--- config.mk ---
export PLATFORM = sky130hd
export DESIGN_NAME = uart_rx_cfg
export DESIGN_NICKNAME = d
export VERILOG_FILES = /design/src/rtl/uart_cfg_pkg.sv /design/src/rtl/uart_baud_os.sv /design/src/rtl/uart_rx_cfg.sv
export SDC_FILE = /design/constraint.sdc
export NUM_CORES = 1
export LEC_CHECK = 0
export ABC_AREA = 1
export BUFFER_PORTS_ARGS = -buffer_cell sky130_fd_sc_hd__buf_2
export CORE_AREA = 2 2 83 85
export DETAILED_ROUTE_END_ITERATION = 8
export DIE_AREA = 0 0 85 87
export PLACE_DENSITY = 0.78
export SLEW_MARGIN = 15
export SYNTH_ARGS = -nofsm -noshare
export SYNTH_HDL_FRONTEND = slang
export SYNTH_SLANG_ARGS = --single-unit
--- constraint.sdc ---
create_clock -name clk -period 2.2 [get_ports clk]
set_input_delay 0.11 -clock clk [delete_from_list [all_inputs] [get_ports clk]]
set_output_delay 0.11 -clock clk [all_outputs]
set_load 0.1 [all_outputs]
--- src/rtl/uart_cfg_pkg.sv ---
// Shared types and helpers for the configurable UART receiver.
package uart_cfg_pkg;

    localparam int DW_MIN      = 5;
    localparam int OVS_DEFAULT = 16;

    typedef enum logic [1:0] {
        PAR_NONE = 2'd0,
        PAR_EVEN = 2'd1,
        PAR_ODD  = 2'd2
    } parity_t;

    typedef enum logic [2:0] {
        IDLE,
        START,
        DATA,
        PARITY,
        STOP,
        BRK_WAIT
    } rx_state_t;

    // Encoding 11 is reserved and behaves as "no parity".
    function automatic parity_t decode_parity(input logic [1:0] p);
        case (p)
            2'b01:   return PAR_EVEN;
            2'b10:   return PAR_ODD;
            default: return PAR_NONE;
        endcase
    endfunction

    // Keeps the requested word length inside DW_MIN..dw_max.
    function automatic logic [3:0] clamp_dlen(input logic [3:0] dlen, input int dw_max);
        logic [3:0] lo;
        logic [3:0] hi;
        lo = 4'(DW_MIN);
        hi = 4'(dw_max);
        if (dlen < lo) return lo;
        if (dlen > hi) return hi;
        return dlen;
    endfunction

endpackage

--- src/rtl/uart_baud_os.sv ---
// Oversample tick generator: divides clk down to ticks, counts OVS ticks per
// bit and emits the three vote strobes plus a bit-end strobe.
module uart_baud_os
    import uart_cfg_pkg::*;
#(
    parameter int OVS   = OVS_DEFAULT,
    parameter int DIV_W = 16
) (
    input  logic             clk,
    input  logic             rst_n,
    input  logic             clr,
    input  logic [DIV_W-1:0] cfg_div,
    output logic             s_a,
    output logic             s_b,
    output logic             s_c,
    output logic             bit_end
);

    localparam int TW = $clog2(OVS);

    logic [DIV_W-1:0] div_cnt_q, div_cnt_d;
    logic [TW-1:0]    tick_cnt_q, tick_cnt_d;
    logic             tick;

    // >= rather than == so a shrinking cfg_div never forces a full wrap.
    assign tick = (div_cnt_q >= cfg_div);

    // Next-state for the divider and the per-bit tick counter.
    always_comb begin
        // NOTE: every output gets a default first so no path leaves it unassigned (no latch).
        div_cnt_d  = div_cnt_q + 1'b1;
        tick_cnt_d = tick_cnt_q;
        if (clr) begin
            div_cnt_d  = '0;
            tick_cnt_d = '0;
        end else if (tick) begin
            div_cnt_d  = '0;
            tick_cnt_d = (tick_cnt_q == TW'(OVS - 1)) ? '0 : tick_cnt_q + 1'b1;
        end
    end

    // Counter registers.
    always_ff @(posedge clk) begin
        // NOTE: state is updated with non-blocking assignments so all flops see pre-edge values.
        if (!rst_n) begin
            div_cnt_q  <= '0;
            tick_cnt_q <= '0;
        end else begin
            div_cnt_q  <= div_cnt_d;
            tick_cnt_q <= tick_cnt_d;
        end
    end

    assign s_a     = tick && (tick_cnt_q == TW'(OVS / 2 - 2));
    assign s_b     = tick && (tick_cnt_q == TW'(OVS / 2));
    assign s_c     = tick && (tick_cnt_q == TW'(OVS / 2 + 2));
    assign bit_end = tick && (tick_cnt_q == TW'(OVS - 1));

endmodule

--- src/rtl/uart_rx_cfg.sv ---
// Configurable UART receiver: 5..DW_MAX data bits, optional parity, 1 or 2
// stop bits, 3-sample majority vote, and a valid/ready output holding register.
module uart_rx_cfg
    import uart_cfg_pkg::*;
#(
    parameter int DW_MAX = 8,
    parameter int OVS    = OVS_DEFAULT,
    parameter int DIV_W  = 16
) (
    input  logic              clk,
    input  logic              rst_n,
    input  logic [DIV_W-1:0]  cfg_div,
    input  logic              cfg_rxen,
    input  logic [3:0]        cfg_dlen,
    input  logic [1:0]        cfg_parity,
    input  logic              cfg_nstop,
    input  logic              uart_rxd,
    output logic              rx_valid,
    input  logic              rx_ready,
    output logic [DW_MAX-1:0] rx_data,
    output logic              rx_frame_err,
    output logic              rx_parity_err,
    output logic              rx_break,
    output logic              rx_overrun
);

    // Synchroniser and vote sample registers.
    logic sync1_q, sync1_d, rxs_q, rxs_d;
    logic sa_q, sa_d, sb_q, sb_d, sc_q, sc_d;

    // Frame FSM state and the configuration latched at frame start.
    rx_state_t         state_q, state_d;
    logic [3:0]        dlen_q, dlen_d;
    parity_t           par_q, par_d;
    logic              nstop_q, nstop_d;
    logic              stop2_q, stop2_d;
    logic [3:0]        bit_cnt_q, bit_cnt_d;
    logic [DW_MAX-1:0] shift_q, shift_d;
    logic              frame_err_q, frame_err_d;
    logic              par_err_q, par_err_d;
    logic              brk_q, brk_d;

    // Output holding register.
    logic              rx_valid_q, rx_valid_d;
    logic [DW_MAX-1:0] rx_data_q, rx_data_d;
    logic              rx_frame_err_q, rx_frame_err_d;
    logic              rx_parity_err_q, rx_parity_err_d;
    logic              rx_break_q, rx_break_d;
    logic              rx_overrun_q, rx_overrun_d;

    logic s_a, s_b, s_c, bit_end, clr, vote;
    logic stop_frame_err, stop_brk;

    // Counters restart on the falling start edge so sampling is centred.
    assign clr = (state_q == IDLE) && !rxs_q;

    uart_baud_os #(
        .OVS   (OVS),
        .DIV_W (DIV_W)
    ) u_baud (
        .clk     (clk),
        .rst_n   (rst_n),
        .clr     (clr),
        .cfg_div (cfg_div),
        .s_a     (s_a),
        .s_b     (s_b),
        .s_c     (s_c),
        .bit_end (bit_end)
    );

    assign vote           = (sa_q & sb_q) | (sa_q & sc_q) | (sb_q & sc_q);
    assign stop_frame_err = frame_err_q | ~vote;
    assign stop_brk       = brk_q & ~vote;

    // Synchroniser shift and per-strobe sample capture.
    always_comb begin
        sync1_d = uart_rxd;
        rxs_d   = sync1_q;
        sa_d    = s_a ? rxs_q : sa_q;
        sb_d    = s_b ? rxs_q : sb_q;
        sc_d    = s_c ? rxs_q : sc_q;
    end

    // Frame FSM plus output handshake / overrun decision.
    always_comb begin
        state_d         = state_q;
        dlen_d          = dlen_q;
        par_d           = par_q;
        nstop_d         = nstop_q;
        stop2_d         = stop2_q;
        bit_cnt_d       = bit_cnt_q;
        shift_d         = shift_q;
        frame_err_d     = frame_err_q;
        par_err_d       = par_err_q;
        brk_d           = brk_q;
        rx_valid_d      = rx_valid_q && !rx_ready;
        rx_data_d       = rx_data_q;
        rx_frame_err_d  = rx_frame_err_q;
        rx_parity_err_d = rx_parity_err_q;
        rx_break_d      = rx_break_q;
        rx_overrun_d    = 1'b0;

        case (state_q)
            IDLE: begin
                if (!rxs_q && cfg_rxen) begin
                    state_d     = START;
                    dlen_d      = clamp_dlen(cfg_dlen, DW_MAX);
                    par_d       = decode_parity(cfg_parity);
                    nstop_d     = cfg_nstop;
                    stop2_d     = 1'b0;
                    bit_cnt_d   = '0;
                    shift_d     = '0;
                    frame_err_d = 1'b0;
                    par_err_d   = 1'b0;
                    brk_d       = 1'b1;
                end
            end
            START: begin
                if (bit_end) state_d = vote ? IDLE : DATA;
            end
            DATA: begin
                if (bit_end) begin
                    for (int i = 0; i < DW_MAX; i++) begin
                        if (bit_cnt_q == 4'(i)) shift_d[i] = vote;
                    end
                    brk_d     = brk_q & ~vote;
                    bit_cnt_d = bit_cnt_q + 4'd1;
                    if (bit_cnt_q == dlen_q - 4'd1) begin
                        state_d = (par_q == PAR_NONE) ? STOP : PARITY;
                    end
                end
            end
            PARITY: begin
                if (bit_end) begin
                    par_err_d = (^shift_q) ^ vote ^ (par_q == PAR_ODD);
                    brk_d     = brk_q & ~vote;
                    state_d   = STOP;
                end
            end
            STOP: begin
                if (bit_end) begin
                    frame_err_d = stop_frame_err;
                    brk_d       = stop_brk;
                    if (nstop_q && !stop2_q) begin
                        stop2_d = 1'b1;
                    end else begin
                        // A break leaves the line low; hold off re-arming until it idles.
                        state_d = stop_brk ? BRK_WAIT : IDLE;
                        if (!rx_valid_q || rx_ready) begin
                            rx_valid_d      = 1'b1;
                            rx_data_d       = shift_q;
                            rx_frame_err_d  = stop_frame_err;
                            rx_parity_err_d = par_err_q;
                            rx_break_d      = stop_brk;
                        end else begin
                            rx_overrun_d = 1'b1;
                        end
                    end
                end
            end
            BRK_WAIT: begin
                if (rxs_q) state_d = IDLE;
            end
            default: state_d = IDLE;
        endcase
    end

    // All receiver registers, synchronous active-low reset.
    always_ff @(posedge clk) begin
        if (!rst_n) begin
            sync1_q         <= 1'b1;
            rxs_q           <= 1'b1;
            sa_q            <= 1'b1;
            sb_q            <= 1'b1;
            sc_q            <= 1'b1;
            state_q         <= IDLE;
            dlen_q          <= 4'(DW_MAX);
            par_q           <= PAR_NONE;
            nstop_q         <= 1'b0;
            stop2_q         <= 1'b0;
            bit_cnt_q       <= '0;
            // NOTE: the shift register is a handful of flops, not a RAM, so it is reset like the rest.
            shift_q         <= '0;
            frame_err_q     <= 1'b0;
            par_err_q       <= 1'b0;
            brk_q           <= 1'b0;
            rx_valid_q      <= 1'b0;
            rx_data_q       <= '0;
            rx_frame_err_q  <= 1'b0;
            rx_parity_err_q <= 1'b0;
            rx_break_q      <= 1'b0;
            rx_overrun_q    <= 1'b0;
        end else begin
            sync1_q         <= sync1_d;
            rxs_q           <= rxs_d;
            sa_q            <= sa_d;
            sb_q            <= sb_d;
            sc_q            <= sc_d;
            state_q         <= state_d;
            dlen_q          <= dlen_d;
            par_q           <= par_d;
            nstop_q         <= nstop_d;
            stop2_q         <= stop2_d;
            bit_cnt_q       <= bit_cnt_d;
            shift_q         <= shift_d;
            frame_err_q     <= frame_err_d;
            par_err_q       <= par_err_d;
            brk_q           <= brk_d;
            rx_valid_q      <= rx_valid_d;
            rx_data_q       <= rx_data_d;
            rx_frame_err_q  <= rx_frame_err_d;
            rx_parity_err_q <= rx_parity_err_d;
            rx_break_q      <= rx_break_d;
            rx_overrun_q    <= rx_overrun_d;
        end
    end

    assign rx_valid      = rx_valid_q;
    assign rx_data       = rx_data_q;
    assign rx_frame_err  = rx_frame_err_q;
    assign rx_parity_err = rx_parity_err_q;
    assign rx_break      = rx_break_q;
    assign rx_overrun    = rx_overrun_q;

endmodule

==> flow_summary_export.csv, run 1 <==
group,metric,value,unit
global_routing,grt_pass1_vias,3103,
synth,synth_ff_type,"dfxtp_1",
timing,finalHoldViolations,0,
power_and_ir_drop,ir_worst_vdd,0.000504,V
clocking,cts_tree,"done",
clocking,clk_latency,0.35,ns
finish,n_antenna_cell,0,
synth,avgSynthCellArea,7.05,µm²
finish,drive_gt1_share,16.0,%
drt,dr.pass1.iters,5,
setup_path,arrival,2.28,ns
timing,hold_ws,0.0411,ns
global_routing,antenna_found_initial,0,
timing,max_freq,500,MHz
setup_path,start_kind,"flop",
clocking,htree_num_levels,3,
setup_path,cp.required,2.47,ns
finish,multiInputGateArea,0.00207,mm²
die,rows,30,
timing,worst_slew_pin_slew,0.811,ns
finish,area.growth.synth_to_final,12.3,%
synth,ys_seq_area_share,34.5,%
clocking,clk_pin_slew,0.08,ns
timing,period_share,90.9,%
synth,synth.yosys.warnings,0,
die,coreArea,0.00657,mm²
timing,slew_headroom,45.9,%
synth,synth_seq_cells,64,
drt,wl_per_cell,11.8,µm
run,max-cap-violations,0,
timing,grt_setup_unrepaired,"false",
clocking,post-cts-setup-buffers,0,
global_routing,grt_pass1_wl,13300,µm
power_and_ir_drop,p_leak,1.92,nW
timing,setup_tns,0,ns
synth,syn_nets,579,
placement,hpwl,5780,µm
drt,finalWirelength,7710,µm
drt,drt_iter0_drc,197,
min_path,hp-class,"input port to flop",
clocking,cts_sinks,64,
synth,synthCells,526,
synth,netlist_top_cells_area,"dfxtp_1, nand2_1, ha_1",
timing,finalSetupViolCount,0,
synth,synth_top_cell_by_area,"dfxtp_1",
global_routing,overflow,0,
setup_path,worstPathMaxFanout,12,
finish,final-seq-area,0.00128,mm²
drt,vias,3412,
die,fp.dieW,85,µm
synth,synth_top_area_share,34.5,%
finish,nNetsFinal,623,
clocking,cts.path.max_buffers,2,
setup_path,criticalPathCategory,"flop to flop",
synth,synthArstFlopShare,0,%
die,die_h,87,µm
power_and_ir_drop,power_density,946,mW/mm²
clocking,cts_buffers,9,
timing,finalMaxSlewViolations,0,
finish,nFillCells,615,
placement,port_buffers,40,
die,die_area,0.00740,mm²
die,start_util,56.5,%
timing,period_needed,2.00,ns
outcome,status,"finished, final reports clean",
timing,finalClockSkew,0.00853,ns
drt,antenna_left,0,
synth,netlist_area,0.00371,mm²
clocking,root_buffer,"clkbuf_8",
setup_path,end_kind,"flop",
synth,synth_edf_count,0,
synth,yosysUniqueCellTypes,44,
drt,routed_via_density,5.21,
drt,drcViolationCount,0,
placement,place_congestion,0.929,
global_routing,track_usage,22.1,%
global_routing,grt_max_degree,26,
die,ioPinCount,41,
[metrics by stage]
stage               worst slack [ns]  power, W  util, %  area (µm²)  instances
floorplan                      0.325   0.00281        -        3710        526
global placement               0.125   0.00301     60.4        3970        638
detailed placement            0.0364   0.00305     60.4        3970        638
CTS                           0.0217   0.00395     63.2        4150        655
global route                  0.0194   0.00426     63.4        4170        655
finish                         0.199   0.00394     63.4        4170        655
[timing repair]
action	in CTS	in global routing
hold buffers	1	0
hold endpoints to repair	1	0
gates resized for setup	0	3
endpoints found under the setup margin	0	11
[placed cells by master (no fill, tap or decap), types with 2 or more instances in the layout]
| cell | count |
|---|---|
| dfxtp_1 | 64 |
| ha_1 | 25 |
| clkinvlp_4 | 2 |
| a21oi_1 | 60 |
| xor2_1 | 5 |
| nor2_1 | 66 |
| clkbuf_8 | 9 |
| xnor2_1 | 6 |
| nand4_1 | 17 |
| nor3_1 | 5 |
| nand2_4 | 2 |
| nor2_4 | 2 |
| o211ai_1 | 2 |
| nor2_2 | 3 |
| o21bai_2 | 6 |
| buf_4 | 3 |
| buf_2 | 40 |
| o21ai_1 | 3 |
| or2_2 | 4 |
| nand2_1 | 101 |
| nand2_2 | 2 |
| nand3_1 | 23 |
| inv_1 | 71 |
| nor3b_1 | 3 |
| inv_2 | 7 |
| o21a_1 | 4 |
| nand2_8 | 2 |
| o21bai_1 | 2 |
| o21ai_0 | 15 |
| clkinv_2 | 3 |
[area by class of cell]
| cell class | count | area share (%) |
|---|---|---|
| multi-input cells | 370 | 49.6 |
| flip-flops and latches | 64 | 30.7 |
| inverters | 80 | 7.27 |
| repair buffers | 45 | 5.85 |
| clock buffers | 9 | 2.97 |
| well taps | 80 | 2.40 |
| clock inverters | 7 | 1.14 |
[logic make-up (layout without fill, tap and decap cells)]
group / count (synthesis) / in the layout / share of synthesized area [%]
buffers and inverters: 92 / 141 / 10.1
flip-flops: 64 / 64 / 34.5
AO/OA/AOI/OAI: 98 / 98 / 15.3
adder cells (fa/ha/maj): 25 / 25 / 8.43
XOR/XNOR: 11 / 11 / 2.60
AND/OR/NAND/NOR: 236 / 236 / 29.1
[state kept, by name (all words and copies together) (netlist names), 2 cells and up]
| register | count |
|---|---|
| dlen_q | 4 |
| u_baud.div_cnt_q | 16 |
| state_q | 3 |
| par_q | 2 |
| shift_q | 8 |
| u_baud.tick_cnt_q | 4 |
| rx_data | 8 |
| bit_cnt_q | 4 |
[final timing paths]
path                                          start         end  slack (ns)  cells past startpoint
worst max-delay path            u_baud.div_cnt_q[2]  rx_data[3]        0.20                     14
worst min register to register                rxs_d       rxs_q        0.41                      1
worst min-delay path                      cfg_nstop     nstop_q        0.04                      3
worst max register to register  u_baud.div_cnt_q[2]  rx_data[3]        0.20                     14
[Yosys cell counts (3+ instances only)]
cell,n
nand2_1,101
inv_1,71
nor2_1,66
dfxtp_1,64
a21oi_1,60
ha_1,25
nand3_1,24
nand4_1,17
o21ai_0,15
inv_2,7
clkbuf_1,6
o21bai_2,6
xnor2_1,6
nor3_1,5
xor2_1,5
o21a_1,4
or2_2,4
nor2_2,3
nor3b_1,3
o21ai_1,3
[critical path, stage by stage (launching register included)]
cell and delay, ns:
dfxtp_1 0.35, ha_1 0.30, nand2_1 0.06, nor2_1 0.10, nor2_1 0.04, nand2_1 0.05
nand2_1 0.04, nand2_1 0.08, nand2_2 0.07, nand2_4 0.12, nand2_4 0.12, nor2_4 0.17
buf_6 0.17, nand4_1 0.08, a21oi_1 0.16
[power by group]
group	switching [W]	internal, W
clock network	0.000491	0.000407
registers	0.000122	0.00127
logic	0.00104	0.000608
[metal layers]
metal | global-route usage [%] | up-vias | share of wire, %
met5 | 0 | - | 0
met4 | 8.23 | 0 | 1.7
met3 | 4.83 | 13 | 5.2
met2 | 38.4 | 84 | 48
met1 | 26.9 | 1522 | 45
li1 | - | 1793 | -
(Power assumes the default switching activity.)
==> run 2: changes to the inputs <==
--- a/config.mk
+++ b/config.mk
@@ -7,10 +7,9 @@
 export LEC_CHECK = 0
 export ABC_AREA = 1
 export BUFFER_PORTS_ARGS = -buffer_cell sky130_fd_sc_hd__buf_2
-export CORE_AREA = 2 2 83 85
+export CORE_AREA = 2 2 100 102
 export DETAILED_ROUTE_END_ITERATION = 8
-export DIE_AREA = 0 0 85 87
-export PLACE_DENSITY = 0.78
+export DIE_AREA = 0 0 102 104
 export SLEW_MARGIN = 15
 export SYNTH_ARGS = -nofsm -noshare
 export SYNTH_HDL_FRONTEND = slang
==> flow_summary_export.csv, run 2 (synthesis gave the netlist of run 1 again) <==
group,metric,value,unit
outcome,status,"finished, final reports clean",
die,fp.dieW,102,µm
finish,final_common_cell,"nand2_1",
timing,max_freq,499,MHz
die,start_util,38.8,%
placement,hpwl,6010,µm
finish,final_area,0.00423,mm²
timing,finalSetupViolCount,0,
clocking,root_buffer,"clkbuf_8",
global_routing,track_usage,16.0,%
power_and_ir_drop,finalPower,0.00395,W
setup_path,arrival,2.25,ns
timing,finalHoldViolations,0,
placement,place_congestion,0.781,
power_and_ir_drop,ir_worst_vdd,0.000344,V
finish,n_antenna_cell,0,
setup_path,cp.required,2.44,ns
drt,wl_met2,3580,µm
drt,finalWirelength,7930,µm
setup_path,start_kind,"flop",
setup_path,ff2ff_setup_slack,0.20,ns
timing,setup_tns,0,ns
clocking,cts_buffers,9,
global_routing,overflow,0,
clocking,clk_pin_slew,0.08,ns
clocking,htree_num_levels,3,
finish,nFillCells,1016,
placement,place_area,0.00403,mm²
clocking,clk_latency,0.35,ns
finish,stdcell_count,707,
drt,wl_met3,252,µm
drt,wl_per_cell,11.2,µm
placement,place_inst,690,
timing,grt_setup_unrepaired,"false",
die,coreArea,0.00955,mm²
drt,antenna_left,0,
die,ioPinCount,41,
clocking,cts.path.max_buffers,2,
die,die_area,0.0106,mm²
timing,finalClockSkew,0.0126,ns
clocking,post-cts-setup-buffers,0,
clocking,cts_sinks,64,
drt,top_layer,"met4",
finish,nNetsFinal,622,
finish,drive_gt1_share,16.0,%
finish,largest_reg_flops,16,
finish,fin_util,44.3,%
timing,worst_slew_pin_slew,0.856,ns
timing,period_needed,2.00,ns
placement,port_buffers,40,
power_and_ir_drop,power_density,933,mW/mm²
drt,dr.pass1.iters,4,
drt,vias,3378,
global_routing,antenna_found_initial,0,
finish,largest_register,"u_baud.div_cnt_q",
drt,drcViolationCount,0,
setup_path,end_kind,"flop",
finish,area.growth.synth_to_final,14.1,%
clocking,cts_tree,"done",
global_routing,grt_max_degree,26,
min_path,hp-class,"input port to flop",
global_routing,grt_pass1_vias,3129,
run,max-cap-violations,0,
power_and_ir_drop,p_leak,1.91,nW
drt,wl_met1,3970,µm
timing,period_share,91.1,%
die,rows,36,
drt,routed_via_density,4.78,
setup_path,criticalPathCategory,"flop to flop",
setup_path,worstPathMaxFanout,14,
drt,drt_iter0_drc,136,
die,die_h,104,µm
timing,finalMaxSlewViolations,0,
finish,final_cell_mix,"nand2_1, inv_1, nor2_1, dfxtp_1, a21oi_1",
global_routing,grt_pass1_wl,13700,µm
timing,slew_headroom,42.8,%
run 2: cell type report:
class	count	area, µm²	share of cell area (%)
repair buffers	44	236	5.59
flip-flops and latches	64	1280	30.3
well taps	133	166	3.93
inverters	80	303	7.15
clock inverters	7	47.5	1.12
clock buffers	9	124	2.93
multi-input cells	370	2070	49.0
run 2: per-stage QoR:
step | worst slack (ns) | hold slack (ns)
after floorplan | 0.325 | 0.217
after global placement | 0.0615 | 0.326
after detailed placement | -0.00616 | 0.319
after CTS | 0.127 | 0.0364
after global routing | 0.0128 | 0.0474
final | 0.196 | 0.0393
run 2: what timing repair did:
action / CTS / global route
endpoints found under the hold margin: 1 / 0
resized for setup: 1 / 4
hold buffers: 1 / 0
endpoints found under the setup margin: 6 / 15
run 2: power breakdown:
| group | switching (W) | total, W | internal [W] |
|---|---|---|---|
| registers | 0.000125 | 0.00140 | 0.00127 |
| logic | 0.00104 | 0.00164 | 0.000597 |
| clock network | 0.000501 | 0.000909 | 0.000408 |
| total | 0.00167 | 0.00395 | 0.00228 |
run 2: worst paths after layout:
path | cells after the start | from | end
max reg2reg | 12 | u_baud.div_cnt_q[14] | frame_err_q
max | 12 | u_baud.div_cnt_q[14] | frame_err_q
min reg2reg | 1 | rxs_d | rxs_q
min | 2 | rst_n | dlen_q[3]
run 2: metal layers:
layer / vias to the layer above / global-route usage (%)
met4: 0 / 5.52
li1: 1793 / -
met2: 54 / 26.0
met5: - / 0
met3: 13 / 3.23
met1: 1518 / 20.8
run 2: critical path: stages, from the launching register on:
cell and delay [ns]:
dfxtp_1 0.39, ha_1 0.25, nand2_1 0.11, o21ai_0 0.13, a21oi_1 0.24, nand2_4 0.13
nand2_4 0.16, nor2_4 0.06, buf_6 0.14, nor2_1 0.12, nand2_1 0.06, nand2_1 0.05
nor2_1 0.04
==> run 3: changes to the inputs <==
--- a/config.mk
+++ b/config.mk
@@ -6,10 +6,13 @@
 export NUM_CORES = 1
 export LEC_CHECK = 0
 export ABC_AREA = 1
-export BUFFER_PORTS_ARGS = -buffer_cell sky130_fd_sc_hd__buf_2
+export CELL_PAD_IN_SITES_DETAIL_PLACEMENT = 0
+export CELL_PAD_IN_SITES_GLOBAL_PLACEMENT = 1
 export CORE_AREA = 2 2 100 102
 export DETAILED_ROUTE_END_ITERATION = 8
 export DIE_AREA = 0 0 102 104
+export DONT_BUFFER_PORTS = 1
+export PLACE_DENSITY_LB_ADDON = 0.1
 export SLEW_MARGIN = 15
 export SYNTH_ARGS = -nofsm -noshare
 export SYNTH_HDL_FRONTEND = slang
==> flow_summary_export.csv, run 3 (synthesis gave the netlist of run 1 again) <==
group,metric,value,unit
timing,worst_slack,0.198,ns
global_routing,grt_pass1_wl,14200,µm
drt,dr.pass1.iters,5,
placement,hpwl,6150,µm
finish,largest_reg_flops,16,
power_and_ir_drop,power_density,941,mW/mm²
finish,final_common_cell,"nand2_1",
finish,final_area,0.00431,mm²
placement,port_buffers,0,
setup_path,slowest_delay,0.34,ns
finish,stdcell_count,692,
die,die_area,0.0106,mm²
drt,finalWirelength,8430,µm
setup_path,start_kind,"flop",
drt,drt_iter0_drc,123,
finish,drive_gt1_share,13.4,%
outcome,status,"finished, final reports clean",
clocking,root_buffer,"clkbuf_8",
power_and_ir_drop,comb_power_share,40.9,%
placement,place_area,0.00394,mm²
power_and_ir_drop,p_leak,1.86,nW
setup_path,worstPathMaxFanout,7,
timing,worst_slew_pin_slew,0.907,ns
setup_path,reg2reg_to,"rx_data[3]",
drt,vias,3318,
power_and_ir_drop,ir_worst_vdd,0.000421,V
setup_path,arrival,2.28,ns
die,rows,36,
setup_path,rr_startpoint,"u_baud.div_cnt_q[1]",
timing,finalClockSkew,0.00550,ns
setup_path,cp.required,2.48,ns
setup_path,cp_slowest_cell,"dfxtp_1",
min_path,hp-class,"input port to flop",
placement,place_inst,665,
drt,drcViolationCount,0,
setup_path,criticalPathCategory,"flop to flop",
timing,slew_headroom,39.5,%
power_and_ir_drop,power.internal,0.00242,W
placement,dp_slack,0.00865,ns
die,die_h,104,µm
finish,nNetsFinal,608,
timing,finalSetupViolCount,0,
global_routing,overflow,0,
clocking,clk_latency,0.36,ns
finish,area.growth.synth_to_final,16.1,%
setup_path,startpoint,"u_baud.div_cnt_q[1]",
clocking,cts_buffers,9,
power_and_ir_drop,swShare,40.3,%
timing,period_needed,2.00,ns
die,start_util,38.8,%
setup_path,ff2ff_setup_slack,0.20,ns
global_routing,grt_pass1_vias,3078,
global_routing,antenna_found_initial,0,
timing,finalMaxSlewViolations,0,
timing,finalHoldViolations,0,
setup_path,rr_worst_depth,14,
die,fp.dieW,102,µm
setup_path,cpMostUsedCell,"nand2_1",
min_path,hold_depth,3,
finish,largest_register,"u_baud.div_cnt_q",
power_and_ir_drop,p_clk_share,24.6,%
die,ioPinCount,41,
die,coreArea,0.00955,mm²
power_and_ir_drop,p_sw,0.00163,W
drt,antenna_left,0,
finish,final_cell_mix,"nand2_1, inv_1, nor2_1, dfxtp_1, a21oi_1",
timing,period_share,91.0,%
drt,routed_via_density,4.79,
clocking,cts_sinks,64,
placement,place_congestion,0.816,
setup_path,end_kind,"flop",
power_and_ir_drop,pwr-share-seq,34.5,%
run,max-cap-violations,0,
timing,setup_tns,0,ns
clocking,clk_pin_slew,0.06,ns
finish,n_antenna_cell,0,
global_routing,track_usage,16.9,%
setup_path,crit_chain,"ha_1 > nand2_1 > nor2_2 > nor2_1 > nand2_1 > nand2_1 > nand2_2 > nand2_2 > nand2_4 > nand2_8 > nor2_4 > clkbuf_16 > nand4_1 > a21oi_1",
global_routing,grt_max_degree,26,
clocking,htree_num_levels,3,
clocking,cts.path.max_buffers,2,
setup_path,endpoint,"rx_data[3]",
drt,wl_per_cell,12.2,µm
power_and_ir_drop,finalPower,0.00405,W
timing,max_freq,500,MHz
clocking,cts_tree,"done",
run 3: changes by cell type in the layout (fill, tap and decap cells not counted), moves of 2 or more:
cell / delta
buf_2: -40
buf_4: +17
dlygate4sd3_1: +7
nand2_2: +4
nand2_1: -3
a21oi_1: -2
a21oi_2: +2
clkinvlp_4: -2
nand2_4: -2
run 3: cell type report:
class	instances	area [µm²]
multi-input cells	371	2100
fillers	1039	5240
well taps	133	166
clock buffers	11	141
flip-flops and latches	64	1280
clock inverters	4	45.0
repair buffers	29	263
inverters	80	303
run 3: per-stage QoR:
| step | hold WS, ns | util, % |
|---|---|---|
| floorplan | 0.217 | - |
| global placement | 0.193 | 41.3 |
| detailed placement | 0.198 | 41.3 |
| CTS | 0.0151 | 44.1 |
| global route | 0.0771 | 45.1 |
| finish | 0.0347 | 45.1 |
run 3: timing repair:
action	CTS	global route
resized for setup	0	12
setup endpoints to repair	0	21
hold buffers	8	0
endpoints found under the hold margin	24	0
setup buffers	0	2
run 3: critical path: cells and delay by family (launching register included):
kind	cells	cell delay, ns
flip-flops	1	0.34
AND/OR/NAND/NOR	11	0.94
buffers and inverters	1	0.19
adder cells (fa/ha/maj)	1	0.30
AO/OA/AOI/OAI	1	0.14
run 3: power by group through the flow:
stage	Combinational, W	Sequential (W)	Clock, W
2_1_floorplan	0.00143	0.00138	0
3_3_place_gp	0.00162	0.00142	0
3_5_place_dp	0.00164	0.00142	0
4_1_cts	0.00167	0.00139	0.00104
5_1_grt	0.00191	0.00141	0.00108
6_report	0.00166	0.00140	0.000996
run 3: worst min-delay path by stage:
stage | startpoint | to | slack (ns)
5_1_grt | cfg_dlen[2] | dlen_q[0] | 0.08
6_report | cfg_dlen[2] | dlen_q[0] | 0.03
4_1_cts | cfg_dlen[2] | dlen_q[0] | 0.02
3_5_place_dp | rst_n | dlen_q[3] | 0.20
3_3_place_gp | rst_n | dlen_q[3] | 0.19
2_1_floorplan | uart_rxd | rxs_d | 0.22
run 3: routing by layer:
metal / track usage [%] / share of wire, % / up-vias
met1: 21.3 / 47 / 1487
met2: 27.2 / 48 / 46
met3: 3.36 / 3.2 / 13
met4: 8.10 / 2.2 / 0
met5: 0 / 0 / -
li1: - / - / 1772
